File: config.mk
export PLATFORM = sky130hd
export DESIGN_NAME = uart_rx
export DESIGN_NICKNAME = d
export VERILOG_FILES = /design/src/rtl/uart_pkg.sv /design/src/rtl/uart_sync2.sv /design/src/rtl/uart_rx.sv
export SDC_FILE = /design/constraint.sdc
export NUM_CORES = 1
export LEC_CHECK = 0
export BUFFER_PORTS_ARGS = -buffer_cell sky130_fd_sc_hd__clkbuf_2
export CAP_MARGIN = 30
export CORE_MARGIN = 4
export CORE_UTILIZATION = 30
export CTS_BUF_LIST = sky130_fd_sc_hd__clkbuf_8
export CTS_CLUSTER_SIZE = 40
export DETAILED_ROUTE_END_ITERATION = 7
export HOLD_SLACK_MARGIN = 0.06
export SETUP_SLACK_MARGIN = 0.2
export SYNTH_ARGS = -nofsm -noshare
export SYNTH_HDL_FRONTEND = slang
export SYNTH_SLANG_ARGS = --single-unit
File: constraint.sdc
create_clock -name clk -period 6 [get_ports clk]
set_input_delay 0 -clock clk [delete_from_list [all_inputs] [get_ports clk]]
set_output_delay 0 -clock clk [all_outputs]
set_load 0.02 [all_outputs]
File: src/rtl/uart_pkg.sv
// Shared UART definitions: receiver state encoding, frame constants and the
// parity helper used by both directions of the link.
package uart_pkg;

   localparam int BAUD_DIVISOR_DEFAULT = 868;
   localparam int DATA_BITS            = 8;

   typedef enum logic {
      STOP_ONE = 1'b0,
      STOP_TWO = 1'b1
   } stop_bits_t;

   typedef enum logic [2:0] {
      ST_IDLE       = 3'd0,
      ST_START      = 3'd1,
      ST_DATA       = 3'd2,
      ST_PARITY     = 3'd3,
      ST_STOP1      = 3'd4,
      ST_STOP2      = 3'd5,
      ST_BREAK_WAIT = 3'd6
   } uart_rx_state_t;

   // XOR reduction of a data byte; 1 when the byte has an odd number of ones.
   function automatic logic parity_of(input logic [DATA_BITS-1:0] data);
      return ^data;
   endfunction

endpackage

File: src/rtl/uart_sync2.sv
// Two-flop synchroniser for a single asynchronous level; the reset value is a
// parameter so an idle-high line stays idle through reset.
module uart_sync2 #(
   parameter logic RESET_VALUE = 1'b1
) (
   input  logic clk,
   input  logic rst_n,
   input  logic d,
   output logic q
);

   logic meta_r;
   logic sync_r;

   // Metastability-settling pipeline.
   always_ff @(posedge clk or negedge rst_n) begin
      if (!rst_n) begin
         meta_r <= RESET_VALUE;
         sync_r <= RESET_VALUE;
      end else begin
         meta_r <= d;
         sync_r <= meta_r;
      end
   end

   assign q = sync_r;

endmodule

File: src/rtl/uart_rx.sv
// UART receiver: start-bit qualification, mid-bit sampling of 8 data bits,
// parity and one or two stop bits, with a one-entry valid/ready output buffer.
module uart_rx
   import uart_pkg::*;
#(
   parameter int BAUD_DIVISOR = BAUD_DIVISOR_DEFAULT
) (
   input  logic       clk,
   input  logic       rst_n,
   input  logic       rx_in,
   input  logic       odd_parity,
   input  logic       two_stop,
   output logic [7:0] rx_data,
   output logic       rx_valid,
   input  logic       rx_ready,
   output logic       parity_err,
   output logic       frame_err,
   output logic       overrun_err
);

   localparam int CNT_W = $clog2(BAUD_DIVISOR);
   localparam logic [CNT_W-1:0] HALF_M1 = CNT_W'(BAUD_DIVISOR / 2 - 1);
   localparam logic [CNT_W-1:0] FULL_M1 = CNT_W'(BAUD_DIVISOR - 1);
   localparam logic [2:0]       LAST_BIT = 3'(DATA_BITS - 1);

   logic                 rx_s;
   uart_rx_state_t       state_r, state_nxt;
   logic [CNT_W-1:0]     cnt_r;
   logic [2:0]           bit_cnt_r;
   logic [DATA_BITS-1:0] shift_r;
   logic                 odd_r;
   stop_bits_t           stops_r;
   logic                 perr_r;
   logic                 stop1_zero_r;

   logic [7:0] rx_data_r;
   logic       rx_valid_r, parity_err_r, frame_err_r, overrun_err_r;

   logic tick_s, latch_cfg_s, shift_en_s, par_en_s, stop1_en_s, complete_s, frame_err_s;

   uart_sync2 #(.RESET_VALUE(1'b1)) u_sync (
      .clk   (clk),
      .rst_n (rst_n),
      .d     (rx_in),
      .q     (rx_s)
   );

   // FSM state register.
   always_ff @(posedge clk or negedge rst_n) begin
      if (!rst_n) begin
         state_r <= ST_IDLE;
      end else begin
         state_r <= state_nxt;
      end
   end

   // Next-state and per-cycle sample strobes.
   always_comb begin
      state_nxt   = state_r;
      tick_s      = 1'b0;
      latch_cfg_s = 1'b0;
      shift_en_s  = 1'b0;
      par_en_s    = 1'b0;
      stop1_en_s  = 1'b0;
      complete_s  = 1'b0;
      frame_err_s = 1'b0;
      case (state_r)
         ST_IDLE: begin
            if (!rx_s) state_nxt = ST_START;
            else       state_nxt = ST_IDLE;
         end
         ST_START: begin
            if (cnt_r == HALF_M1) begin
               tick_s = 1'b1;
               if (!rx_s) begin
                  state_nxt   = ST_DATA;
                  latch_cfg_s = 1'b1;
               end else begin
                  state_nxt = ST_IDLE;
               end
            end else begin
               state_nxt = ST_START;
            end
         end
         ST_DATA: begin
            if (cnt_r == FULL_M1) begin
               tick_s     = 1'b1;
               shift_en_s = 1'b1;
               if (bit_cnt_r == LAST_BIT) state_nxt = ST_PARITY;
               else                       state_nxt = ST_DATA;
            end else begin
               state_nxt = ST_DATA;
            end
         end
         ST_PARITY: begin
            if (cnt_r == FULL_M1) begin
               tick_s    = 1'b1;
               par_en_s  = 1'b1;
               state_nxt = ST_STOP1;
            end else begin
               state_nxt = ST_PARITY;
            end
         end
         ST_STOP1: begin
            if (cnt_r == FULL_M1) begin
               tick_s = 1'b1;
               if (stops_r == STOP_TWO) begin
                  stop1_en_s = 1'b1;
                  state_nxt  = ST_STOP2;
               end else begin
                  complete_s  = 1'b1;
                  frame_err_s = ~rx_s;
                  state_nxt   = rx_s ? ST_IDLE : ST_BREAK_WAIT;
               end
            end else begin
               state_nxt = ST_STOP1;
            end
         end
         ST_STOP2: begin
            if (cnt_r == FULL_M1) begin
               tick_s      = 1'b1;
               complete_s  = 1'b1;
               frame_err_s = stop1_zero_r | ~rx_s;
               state_nxt   = rx_s ? ST_IDLE : ST_BREAK_WAIT;
            end else begin
               state_nxt = ST_STOP2;
            end
         end
         ST_BREAK_WAIT: begin
            if (rx_s) state_nxt = ST_IDLE;
            else      state_nxt = ST_BREAK_WAIT;
         end
         default: state_nxt = ST_IDLE;
      endcase
   end

   // Baud counter restarts on every state change and after every bit sample.
   always_ff @(posedge clk or negedge rst_n) begin
      if (!rst_n) begin
         cnt_r <= '0;
      end else if ((state_nxt != state_r) || tick_s ||
                   (state_r == ST_IDLE) || (state_r == ST_BREAK_WAIT)) begin
         cnt_r <= '0;
      end else begin
         cnt_r <= cnt_r + 1'b1;
      end
   end

   // Frame datapath: shift register, latched configuration, per-frame error bits.
   always_ff @(posedge clk or negedge rst_n) begin
      if (!rst_n) begin
         bit_cnt_r    <= 3'd0;
         shift_r      <= '0;
         odd_r        <= 1'b0;
         stops_r      <= STOP_ONE;
         perr_r       <= 1'b0;
         stop1_zero_r <= 1'b0;
      end else begin
         if (latch_cfg_s) begin
            bit_cnt_r    <= 3'd0;
            odd_r        <= odd_parity;
            stops_r      <= stop_bits_t'(two_stop);
            stop1_zero_r <= 1'b0;
         end else if (shift_en_s) begin
            bit_cnt_r <= bit_cnt_r + 3'd1;
            shift_r   <= {rx_s, shift_r[DATA_BITS-1:1]};
         end else if (par_en_s) begin
            perr_r <= (parity_of(shift_r) ^ rx_s) != odd_r;
         end else if (stop1_en_s) begin
            stop1_zero_r <= ~rx_s;
         end
      end
   end

   // Output buffer: a completion loads when empty or when drained this cycle.
   always_ff @(posedge clk or negedge rst_n) begin
      if (!rst_n) begin
         rx_data_r     <= 8'h00;
         rx_valid_r    <= 1'b0;
         parity_err_r  <= 1'b0;
         frame_err_r   <= 1'b0;
         overrun_err_r <= 1'b0;
      end else if (complete_s && (!rx_valid_r || rx_ready)) begin
         rx_data_r     <= shift_r;
         rx_valid_r    <= 1'b1;
         parity_err_r  <= perr_r;
         frame_err_r   <= frame_err_s;
         overrun_err_r <= 1'b0;
      end else if (complete_s) begin
         overrun_err_r <= 1'b1;
      end else begin
         overrun_err_r <= 1'b0;
         if (rx_valid_r && rx_ready) rx_valid_r <= 1'b0;
      end
   end

   assign rx_data     = rx_data_r;
   assign rx_valid    = rx_valid_r;
   assign parity_err  = parity_err_r;
   assign frame_err   = frame_err_r;
   assign overrun_err = overrun_err_r;

endmodule

==> impl_metrics.env, run 1 <==
export IMPL_status="complete, no violations"
export IMPL_synth_common_cells="dfrtp_1, nor2_1, mux2_2"
export IMPL_regToRegEndpoint="rx_data[2]$_DFFE_PN0P_"
export IMPL_ir_worst_vdd_uv=68.71
export IMPL_core_region_area_sq_um=6756
export IMPL_r2r_cells=5
export IMPL_finalSetupViolCount=0
export IMPL_grt_pass1_wl_microns=6520
export IMPL_ys_types=45
export IMPL_busiest_layer="met1"
export IMPL_postRouteWirelength_microns=3687
export IMPL_synth_top_area_share_pct=48.05
export IMPL_antenna_found_initial=0
export IMPL_cp_data_arrival_time_ns=2.46
export IMPL_critPathMaxFanout=10
export IMPL_overflow=0
export IMPL_dp_cells=259
export IMPL_finalCriticalPeriod_ns=2.276
export IMPL_yosys_warnings=0
export IMPL_fill_cells=674
export IMPL_rr_startpoint="cnt_r[0]$_DFF_PN0_"
export IMPL_drcViolationCount=0
export IMPL_cts_tree="built"
export IMPL_p_leak_nw=1.079
export IMPL_vias=1309
export IMPL_start_util_pct=30.83
export IMPL_syn2layout_area_growth_pct=14.23
export IMPL_skew_ns=0.008858
export IMPL_drv_cap=0
export IMPL_grt_usage_pct=9.644
export IMPL_rsz0062_at_grt="false"
export IMPL_htree_levels=2
export IMPL_yosys_area_top_type="dfrtp_1"
export IMPL_synth_area_per_cell_sq_um=12.40
export IMPL_max_slew_margin_pct=63.67
export IMPL_use_met2_pct=13.55
export IMPL_antenna_cells=0
export IMPL_clk_latency_ns=0.29
export IMPL_hp_class="in2async"
export IMPL_synth_seq_cells=42
export IMPL_io_buffers=17
export IMPL_power_density_nw_per_um2=205.7
export IMPL_fmax_mhz=439.3
export IMPL_globalRouteMet1Util_pct=14.32
export IMPL_setup_tns_ns=0
export IMPL_via_per_inst=4.813
export IMPL_muxShareOfSynthArea_pct=13.63
export IMPL_rrSetupSlack_ns=3.72
export IMPL_grt_pass1_vias=1251
export IMPL_drt_iter0_markers=121
export IMPL_cts_repair_resized=0
export IMPL_yosysMostFrequentCell="dfrtp_1"
export IMPL_post_cts_buffers=0
export IMPL_cp_required_ns=6.18
export IMPL_yosys_most_used_dff="dfrtp_1"
export IMPL_synthAdderAreaFrac_pct=2.402
export IMPL_io_pin_count=18
export IMPL_synth_edf_count=0
export IMPL_start_kind="register"
export IMPL_hold_violations=0
export IMPL_crit_type="reg2reg"
export IMPL_place_gp_congestion=0.8162
export IMPL_end_kind="register"
export IMPL_post_route_period_util_pct=37.94
export IMPL_final_cells=272
export IMPL_post_drt_wl_per_cell_microns=13.56
export IMPL_synth_nets=178
export IMPL_async_flop_share_pct=100.0
export IMPL_synth_xor_area_share_pct=7.387
export IMPL_ys_seq_area_share_pct=50.57
export IMPL_drtAntennaViolNets=0
export IMPL_cts_inserted_buffers=5
export IMPL_die_height_microns=91.33
export IMPL_tightest_slew_ns=0.5438
export IMPL_layout_drive_gt1_share_pct=30.21
export IMPL_maxSlewViolCount=0
export IMPL_synth_top_family_by_area="simple AND/OR/NAND/NOR gates"
export IMPL_cts_sinks=42
export IMPL_nets=201
export IMPL_die_w_microns=91.33
export IMPL_root_buffer="clkbuf_8"
export IMPL_synth_compound_area_share_pct=6.607
export IMPL_use_met3_pct=2.320
export IMPL_drt_pre_antenna_iters=4
export IMPL_ctsHoldBuffers=5
export IMPL_hpwl_microns=2635
export IMPL_cts_max_path_buffers=2
export IMPL_synth_area_leaders="dfrtp_1, mux2_4, mux2_2, xnor2_1, nor2_1"
export IMPL_grt_max_degree=27
export IMPL_dieArea_sq_um=8341
export IMPL_rows=30
export IMPL_synth_area_sq_um=2083
export IMPL_clk_pin_slew_ns=0.08
export IMPL_netlist_instances=168
export IMPL_synth_simple_gate_area_share_pct=15.74
## routing by layer
layer	vias to the layer above	wire length, microns
met5	-	0
met4	0	58
met3	6	102
met2	19	1622
met1	644	1903
li1	640	-
## layout by cell type, fill, tap and decap left out, types with 5 or more instances in the layout
| master | instances |
|---|---|
| clkbuf_2 | 17 |
| clkbuf_8 | 6 |
| dfrtp_1 | 40 |
| dlygate4sd3_1 | 5 |
| inv_1 | 6 |
| mux2_2 | 11 |
| mux2_4 | 10 |
| nand3_1 | 10 |
| nor2_1 | 15 |
| o21ai_0 | 5 |
| xnor2_1 | 9 |
| xor2_1 | 6 |
## through the flow
stage / cell area, sq um / utilization [%] / setup slack, ns / power (W) / hold slack, ns
6_report: 2380 / 35.22 / 3.724 / 0.0004894 / 0.1738
5_1_grt: 2380 / 35.22 / 3.549 / 0.0005117 / 0.2326
4_1_cts: 2380 / 35.22 / 3.743 / 0.0004968 / 0.1877
3_5_place_dp: 2235 / 33.07 / 3.769 / 0.0003052 / -0.02515
3_3_place_gp: 2215 / 32.78 / 3.826 / 0.0003032 / 0.09973
2_1_floorplan: 2083 / - / 4.127 / 0.0002957 / -0.2956
## final cells by class
type	instances	area, sq um	share of cell area [%]
tap	80	100.1	4.206
multi-input combinational	113	953.4	40.06
clock buffer	6	82.58	3.470
sequential	42	1054	44.27
clock inverter	2	12.51	0.5258
timing repair buffer	23	155.1	6.519
inverter	6	22.52	0.9464
## worst max-delay path, stage by stage (launching register included)
cell and delay, ns:
dfrtp_1 0.42, ha_1 0.24, nor2b_1 0.48, and3_4 0.33, and4_4 0.37, mux2_4 0.32
## worst max-delay path by stage
| stage | startpoint | cells after the start | to | slack [ns] |
|---|---|---|---|---|
| global placement | cnt_r[0]$_DFF_PN0_ | 5 | rx_data[5]$_DFFE_PN0P_ | 3.83 |
| finish | cnt_r[0]$_DFF_PN0_ | 5 | rx_data[2]$_DFFE_PN0P_ | 3.72 |
| detailed placement | cnt_r[0]$_DFF_PN0_ | 5 | rx_data[4]$_DFFE_PN0P_ | 3.77 |
| global route | cnt_r[0]$_DFF_PN0_ | 5 | cnt_r[5]$_DFF_PN0_ | 3.55 |
| CTS | cnt_r[0]$_DFF_PN0_ | 5 | rx_data[2]$_DFFE_PN0P_ | 3.74 |
| floorplan | cnt_r[0]$_DFF_PN0_ | 7 | frame_err$_DFFE_PN0P_ | 4.13 |
## cells by family after synthesis
family,Yosys count
AO/OA/AOI/OAI,18
XOR/XNOR,16
adder cells (fa/ha/maj),4
buffers and inverters,13
flip-flops,42
multiplexers,22
AND/OR/NAND/NOR,53
## power by group
part	switching [W]	total, W	internal (W)
clock network	0.0000956	0.000188	0.0000925
registers	0.00000166	0.000286	0.000285
logic	0.00000768	0.0000150	0.00000729
total	0.000105	0.000489	0.000385
## sequential cells by signal (all words and copies together) (netlist names), 3 cells and up
| register | cells |
|---|---|
| cnt_r | 10 |
| rx_data | 8 |
| shift_r | 8 |
| bit_cnt_r | 3 |
| state_r | 3 |
Note: power is estimated with default switching activity, not from simulation.
==> run 2, diff against run 1 <==
--- a/config.mk
+++ b/config.mk
@@ -5,6 +5,7 @@
 export SDC_FILE = /design/constraint.sdc
 export NUM_CORES = 1
 export LEC_CHECK = 0
+export ABC_AREA = 1
 export BUFFER_PORTS_ARGS = -buffer_cell sky130_fd_sc_hd__clkbuf_2
 export CAP_MARGIN = 30
 export CORE_MARGIN = 4
==> constraint.sdc (replaced) <==
create_clock -name clk -period 1.9 [get_ports clk]
set_input_delay 0 -clock clk [delete_from_list [all_inputs] [get_ports clk]]
set_output_delay 0 -clock clk [all_outputs]
set_load 0.02 [all_outputs]
==> impl_metrics.env, run 2 <==
export IMPL_status="complete, no violations"
export IMPL_finalSetupViolCount=0
export IMPL_root_buffer="clkbuf_8"
export IMPL_post_drt_wl_per_cell_microns=11.00
export IMPL_p_leak_nw=1.231
export IMPL_syn2layout_area_growth_pct=18.31
export IMPL_yosys_warnings=0
export IMPL_synth_common_cells="nand2_1, dfrtp_1, inv_1"
export IMPL_cp_cell_sequence="ha_4 -> nand2_1 -> nor2_1 -> nand4_1 -> nor2_4 -> buf_4 -> nand2_1 -> nand4_1"
export IMPL_htree_levels=2
export IMPL_ir_worst_vdd_uv=375.2
export IMPL_start_util_pct=31.47
export IMPL_rows=30
export IMPL_drt_iter0_markers=93
export IMPL_hpwl_microns=3062
export IMPL_synth_area_per_cell_sq_um=8.170
export IMPL_met2_length_microns=2018
export IMPL_cp_startpoint="cnt_r[0]$_DFF_PN0_"
export IMPL_core_region_area_sq_um=6907
export IMPL_start_kind="register"
export IMPL_cp_slowest_stage_delay_ns=0.42
export IMPL_synth_edf_count=0
export IMPL_postRouteWirelength_microns=4302
export IMPL_io_pin_count=18
export IMPL_drv_cap=0
export IMPL_yosys_most_used_dff="dfrtp_1"
export IMPL_post_route_period_util_pct=83.19
export IMPL_end_kind="register"
export IMPL_drtAntennaViolNets=0
export IMPL_cp_required_ns=2.12
export IMPL_grt_pass1_wl_microns=7541
export IMPL_drt_met1_wl_microns=2095
export IMPL_synth_area_sq_um=2173
export IMPL_highest_layer="met4"
export IMPL_skew_ns=0.007675
export IMPL_cts_sinks=42
export IMPL_mostFrequentLayoutCell="nand2_1"
export IMPL_cp_num_buf_inv=1
export IMPL_dieArea_sq_um=8670
export IMPL_crit_type="reg2reg"
export IMPL_wl_met3_microns=145
export IMPL_async_flop_share_pct=100.0
export IMPL_yosysMostFrequentCell="nand2_1"
export IMPL_layout_drive_gt1_share_pct=20.68
export IMPL_drt_pre_antenna_iters=4
export IMPL_most_common_layout_cells="nand2_1, dfrtp_1, inv_1, nor2_1, clkbuf_2"
export IMPL_clk_pin_slew_ns=0.08
export IMPL_critPathMaxFanout=11
export IMPL_synth_seq_cells=42
export IMPL_cts_max_path_buffers=2
export IMPL_place_area_sq_um=2365
export IMPL_rsz0062_at_grt="true"
export IMPL_synth_top_area_share_pct=46.06
export IMPL_fill_cells=742
export IMPL_grt_max_degree=31
export IMPL_synth_nets=276
export IMPL_critical_path_top_delay_family="simple AND/OR/NAND/NOR gates"
export IMPL_io_buffers=17
export IMPL_maxSlewViolCount=0
export IMPL_setup_tns_ns=0
export IMPL_finalCriticalPeriod_ns=1.581
export IMPL_synth_area_leaders="dfrtp_1, nand2_1, inv_1, nor2_2, nand3_1"
export IMPL_nets=305
export IMPL_via_per_inst=4.409
export IMPL_vias=1724
export IMPL_die_w_microns=93.12
export IMPL_antenna_cells=0
export IMPL_postLayoutCellArea_sq_um=2571
export IMPL_slowest_stage="dfrtp_2"
export IMPL_antenna_found_initial=0
export IMPL_overflow=0
export IMPL_rr_startpoint="cnt_r[0]$_DFF_PN0_"
export IMPL_tightest_slew_ns=0.3925
export IMPL_netlist_instances=266
export IMPL_ys_types=30
export IMPL_largest_register_ffs=10
export IMPL_die_height_microns=93.12
export IMPL_fmax_mhz=632.7
export IMPL_ys_seq_area_share_pct=48.47
export IMPL_cp_data_arrival_time_ns=1.80
export IMPL_power_density_nw_per_um2=642.4
export IMPL_grt_pass1_vias=1666
export IMPL_place_gp_congestion=0.8127
export IMPL_cts_inserted_buffers=5
export IMPL_max_flop_register="cnt_r"
export IMPL_clk_latency_ns=0.29
export IMPL_hp_class="in2async"
export IMPL_cts_tree="built"
export IMPL_drcViolationCount=0
export IMPL_grt_usage_pct=10.79
export IMPL_hold_violations=0
export IMPL_yosys_area_top_type="dfrtp_1"
export IMPL_max_slew_margin_pct=73.83
==> run 2: timing repair <==
| item | CTS | global route |
|---|---|---|
| hold buffers | 4 | 0 |
| pin swaps | 0 | 2 |
| setup endpoints to repair | 11 | 32 |
| gates cloned | 1 | 0 |
| hold endpoints to repair | 45 | 0 |
| gates resized for setup | 1 | 5 |
| buffers inserted | 1 | 1 |
==> run 2: through the flow <==
step                util [%]  hold slack (ns)  total power [W]  worst slack [ns]  instances
floorplan                  -          -0.2956        0.0009211            0.4076        266
global placement       34.24         -0.09224        0.0009471            0.2221        377
detailed placement     34.24         -0.08779        0.0009476            0.1776        377
CTS                    36.87           0.1344         0.001680            0.2030        390
global route           37.23           0.1599         0.001719            0.1867        391
finish                 37.23           0.1385         0.001652            0.3194        391
==> run 2: layer usage <==
metal	track usage [%]	vias to the layer above
met2	17.70	33
met5	0	-
met1	14.26	789
li1	-	897
met3	2.655	5
met4	2.686	0
==> run 2: cells by family (layout without fill, tap and decap cells) <==
group                    count (synthesis)  count (layout)  synth area share (%)
AND/OR/NAND/NOR                        147             148                 31.61
flip-flops                              42              42                 48.47
buffers and inverters                   36              64                 7.139
AO/OA/AOI/OAI                           27              27                 6.391
XOR/XNOR                                 9               9                 3.627
adder cells (fa/ha/maj)                  4               4                 2.303
multiplexers                             1               1                0.4606
==> run 2: report_power, final <==
part	internal [W]	switching, W	total [W]	leakage (nW)
sequential	0.000897	0.00000310	0.000900	0.553
clock	0.000421	0.000296	0.000717	0.0573
combinational	0.0000120	0.0000227	0.0000347	0.620
==> run 2: final timing paths <==
check	end	slack [ns]	cells past startpoint
setup / recovery	state_r[0]$_DFF_PN0_	0.32	8
max in group asynchronous	cnt_r[0]$_DFF_PN0_	1.03	3
min in group clk	overrun_err$_DFF_PN0_	0.15	4
setup reg to reg	state_r[0]$_DFF_PN0_	0.32	8
hold reg to reg	u_sync.q$_DFF_PN1_	0.36	0
hold / removal	rx_data[7]$_DFFE_PN0P_	0.14	2
==> run 2: cell type report <==
cell class                      count  area [sq um]  area share (%)
Sequential cell                    42          1055           41.02
Inverter                           31         118.9           4.623
Clock buffer                        6         82.58           3.212
Tap cell                           96         120.1           4.672
Clock inverter                      1         30.03           1.168
Multi-Input combinational cell    189          1002           38.98
Timing Repair Buffer               26         162.7           6.326
==> run 3, diff against run 2 <==
==> constraint.sdc (replaced) <==
create_clock -name clk -period 1.6 [get_ports clk]
set_input_delay 0 -clock clk [delete_from_list [all_inputs] [get_ports clk]]
set_output_delay 0 -clock clk [all_outputs]
set_load 0.02 [all_outputs]
==> impl_metrics.env, run 3 (synthesized netlist as in run 2, its figures left out) <==
export IMPL_status="complete, no violations"
export IMPL_antenna_found_initial=0
export IMPL_die_height_microns=93.12
export IMPL_postLayoutCellArea_sq_um=2890
export IMPL_nets=319
export IMPL_most_common_layout_cells="nand2_1, dfrtp_1, inv_1, clkbuf_2"
export IMPL_hpwl_microns=3109
export IMPL_skew_ns=0.01367
export IMPL_end_kind="register"
export IMPL_ir_worst_vdd_uv=420.1
export IMPL_grt_usage_pct=11.95
export IMPL_cp_startpoint="cnt_r[0]$_DFF_PN0_"
export IMPL_rows=30
export IMPL_place_gp_congestion=0.7995
export IMPL_grt_pass1_vias=1834
export IMPL_r2r_cells=8
export IMPL_p_leak_nw=1.377
export IMPL_layout_drive_gt1_share_pct=31.61
export IMPL_power_density_nw_per_um2=744.3
export IMPL_drv_cap=0
export IMPL_max_flop_register="cnt_r"
export IMPL_max_slew_margin_pct=64.22
export IMPL_hold_violations=0
export IMPL_hp_class="in2reg"
export IMPL_regToRegEndpoint="cnt_r[3]$_DFF_PN0_"
export IMPL_io_pin_count=18
export IMPL_dp_slack_ns=-0.001671
export IMPL_clk_pin_slew_ns=0.08
export IMPL_post_drt_wl_per_cell_microns=11.72
export IMPL_tightest_slew_ns=0.5367
export IMPL_cts_tree="built"
export IMPL_mostFrequentLayoutCell="nand2_1"
export IMPL_overflow=0
export IMPL_rrSetupSlack_ns=0.10
export IMPL_postRouteWirelength_microns=4759
export IMPL_grt_max_degree=43
export IMPL_largest_register_ffs=10
export IMPL_via_per_inst=4.584
export IMPL_critPathMaxFanout=5
export IMPL_vias=1861
export IMPL_cts_sinks=42
export IMPL_drt_pre_antenna_iters=4
export IMPL_final_core_util_pct=41.85
export IMPL_post_route_period_util_pct=93.67
export IMPL_dieArea_sq_um=8670
export IMPL_drt_iter0_markers=54
export IMPL_antenna_cells=0
export IMPL_grt_pass1_wl_microns=8280
export IMPL_finalSetupViolCount=0
export IMPL_holdWs_ns=0.2451
export IMPL_setup_slack_ns=0.1013
export IMPL_dp_cells=381
export IMPL_place_area_sq_um=2422
export IMPL_htree_levels=2
export IMPL_fmax_mhz=667.2
export IMPL_io_buffers=17
export IMPL_cts_max_path_buffers=2
export IMPL_start_util_pct=31.47
export IMPL_syn2layout_area_growth_pct=32.99
export IMPL_die_w_microns=93.12
export IMPL_crit_type="reg2reg"
export IMPL_cts_inserted_buffers=5
export IMPL_finalCriticalPeriod_ns=1.499
export IMPL_core_region_area_sq_um=6907
export IMPL_drtAntennaViolNets=0
export IMPL_rr_startpoint="cnt_r[0]$_DFF_PN0_"
export IMPL_cp_required_ns=1.78
export IMPL_cp_data_arrival_time_ns=1.68
export IMPL_rsz0062_at_grt="true"
export IMPL_drcViolationCount=0
export IMPL_start_kind="register"
export IMPL_root_buffer="clkbuf_8"
export IMPL_final_cells=406
export IMPL_maxSlewViolCount=0
export IMPL_clk_latency_ns=0.30
export IMPL_crit_path_end="cnt_r[3]$_DFF_PN0_"
## run 3: cell count changes in the layout (fill, tap and decap cells not counted), sizes merged
cell	before	now
nand2	83	84
buf	5	15
bufinv	1	2
nand4	8	10
inv	31	32
## run 3: layout make-up
type	instances	area, sq um
fillers	722	4016
clock inverters	2	60.06
clock buffers	6	82.58
inverters	31	126.4
repair buffers	36	266.5
flip-flops and latches	42	1060
repair inverters	1	3.754
well taps	96	120.1
multi-input cells	192	1171
## run 3: report_power, final
part | switching [W] | internal, W | leakage, nW
Clock | 0.000375 | 0.000666 | 0.0714
Combinational | 0.0000273 | 0.0000143 | 0.758
Sequential | 0.00000396 | 0.00107 | 0.548
Total | 0.000406 | 0.00175 | 1.38
## run 3: repair_timing
| item | 4_1_cts | 5_1_grt |
|---|---|---|
| pin swaps | 6 | 12 |
| hold endpoints to repair | 43 | 0 |
| endpoints found under the setup margin | 37 | 37 |
| setup buffers | 6 | 2 |
| gates resized for setup | 26 | 19 |
| gates cloned | 5 | 0 |
| hold buffers | 4 | 0 |
## run 3: worst min path at each step
| stage | startpoint | endpoint | slack, ns | cells after the start |
|---|---|---|---|---|
| 6_report | rx_ready | overrun_err$_DFF_PN0_ | 0.25 | 4 |
| 5_1_grt | rx_ready | overrun_err$_DFF_PN0_ | 0.27 | 4 |
| 4_1_cts | rx_ready | overrun_err$_DFF_PN0_ | 0.23 | 4 |
| 3_5_place_dp | rx_in | u_sync.meta_r$_DFF_PN1_ | 0.1 | 1 |
| 3_3_place_gp | rx_in | u_sync.meta_r$_DFF_PN1_ | 0.09 | 1 |
| 2_1_floorplan | rst_n | bit_cnt_r[0]$_DFFE_PN0P_ | -0.30 | 0 |
## run 3: per-stage QoR
step	power (W)	TNS [ns]
global route	0.002232	-0.001543
detailed placement	0.001126	-0.001671
floorplan	0.001094	0
CTS	0.002176	0
global placement	0.001125	0
finish	0.002151	0
## run 3: layer usage
| metal | vias to the layer above | track usage (%) | share of wire (%) |
|---|---|---|---|
| li1 | 940 | - | - |
| met1 | 886 | 14.34 | 45 |
| met2 | 28 | 20.88 | 50 |
| met3 | 7 | 2.253 | 3.6 |
| met4 | 0 | 5.006 | 1.4 |
| met5 | - | 0 | 0 |
## run 3: worst max-delay path, cell delays in order, from the launching register on
cell     delay [ns]
dfrtp_2        0.43
ha_4           0.17
nand2_4        0.05
nor2_4         0.11
nand3_2        0.08
nand2_2        0.07
nand4_1        0.24
nand2_4        0.20
nor2_2         0.04
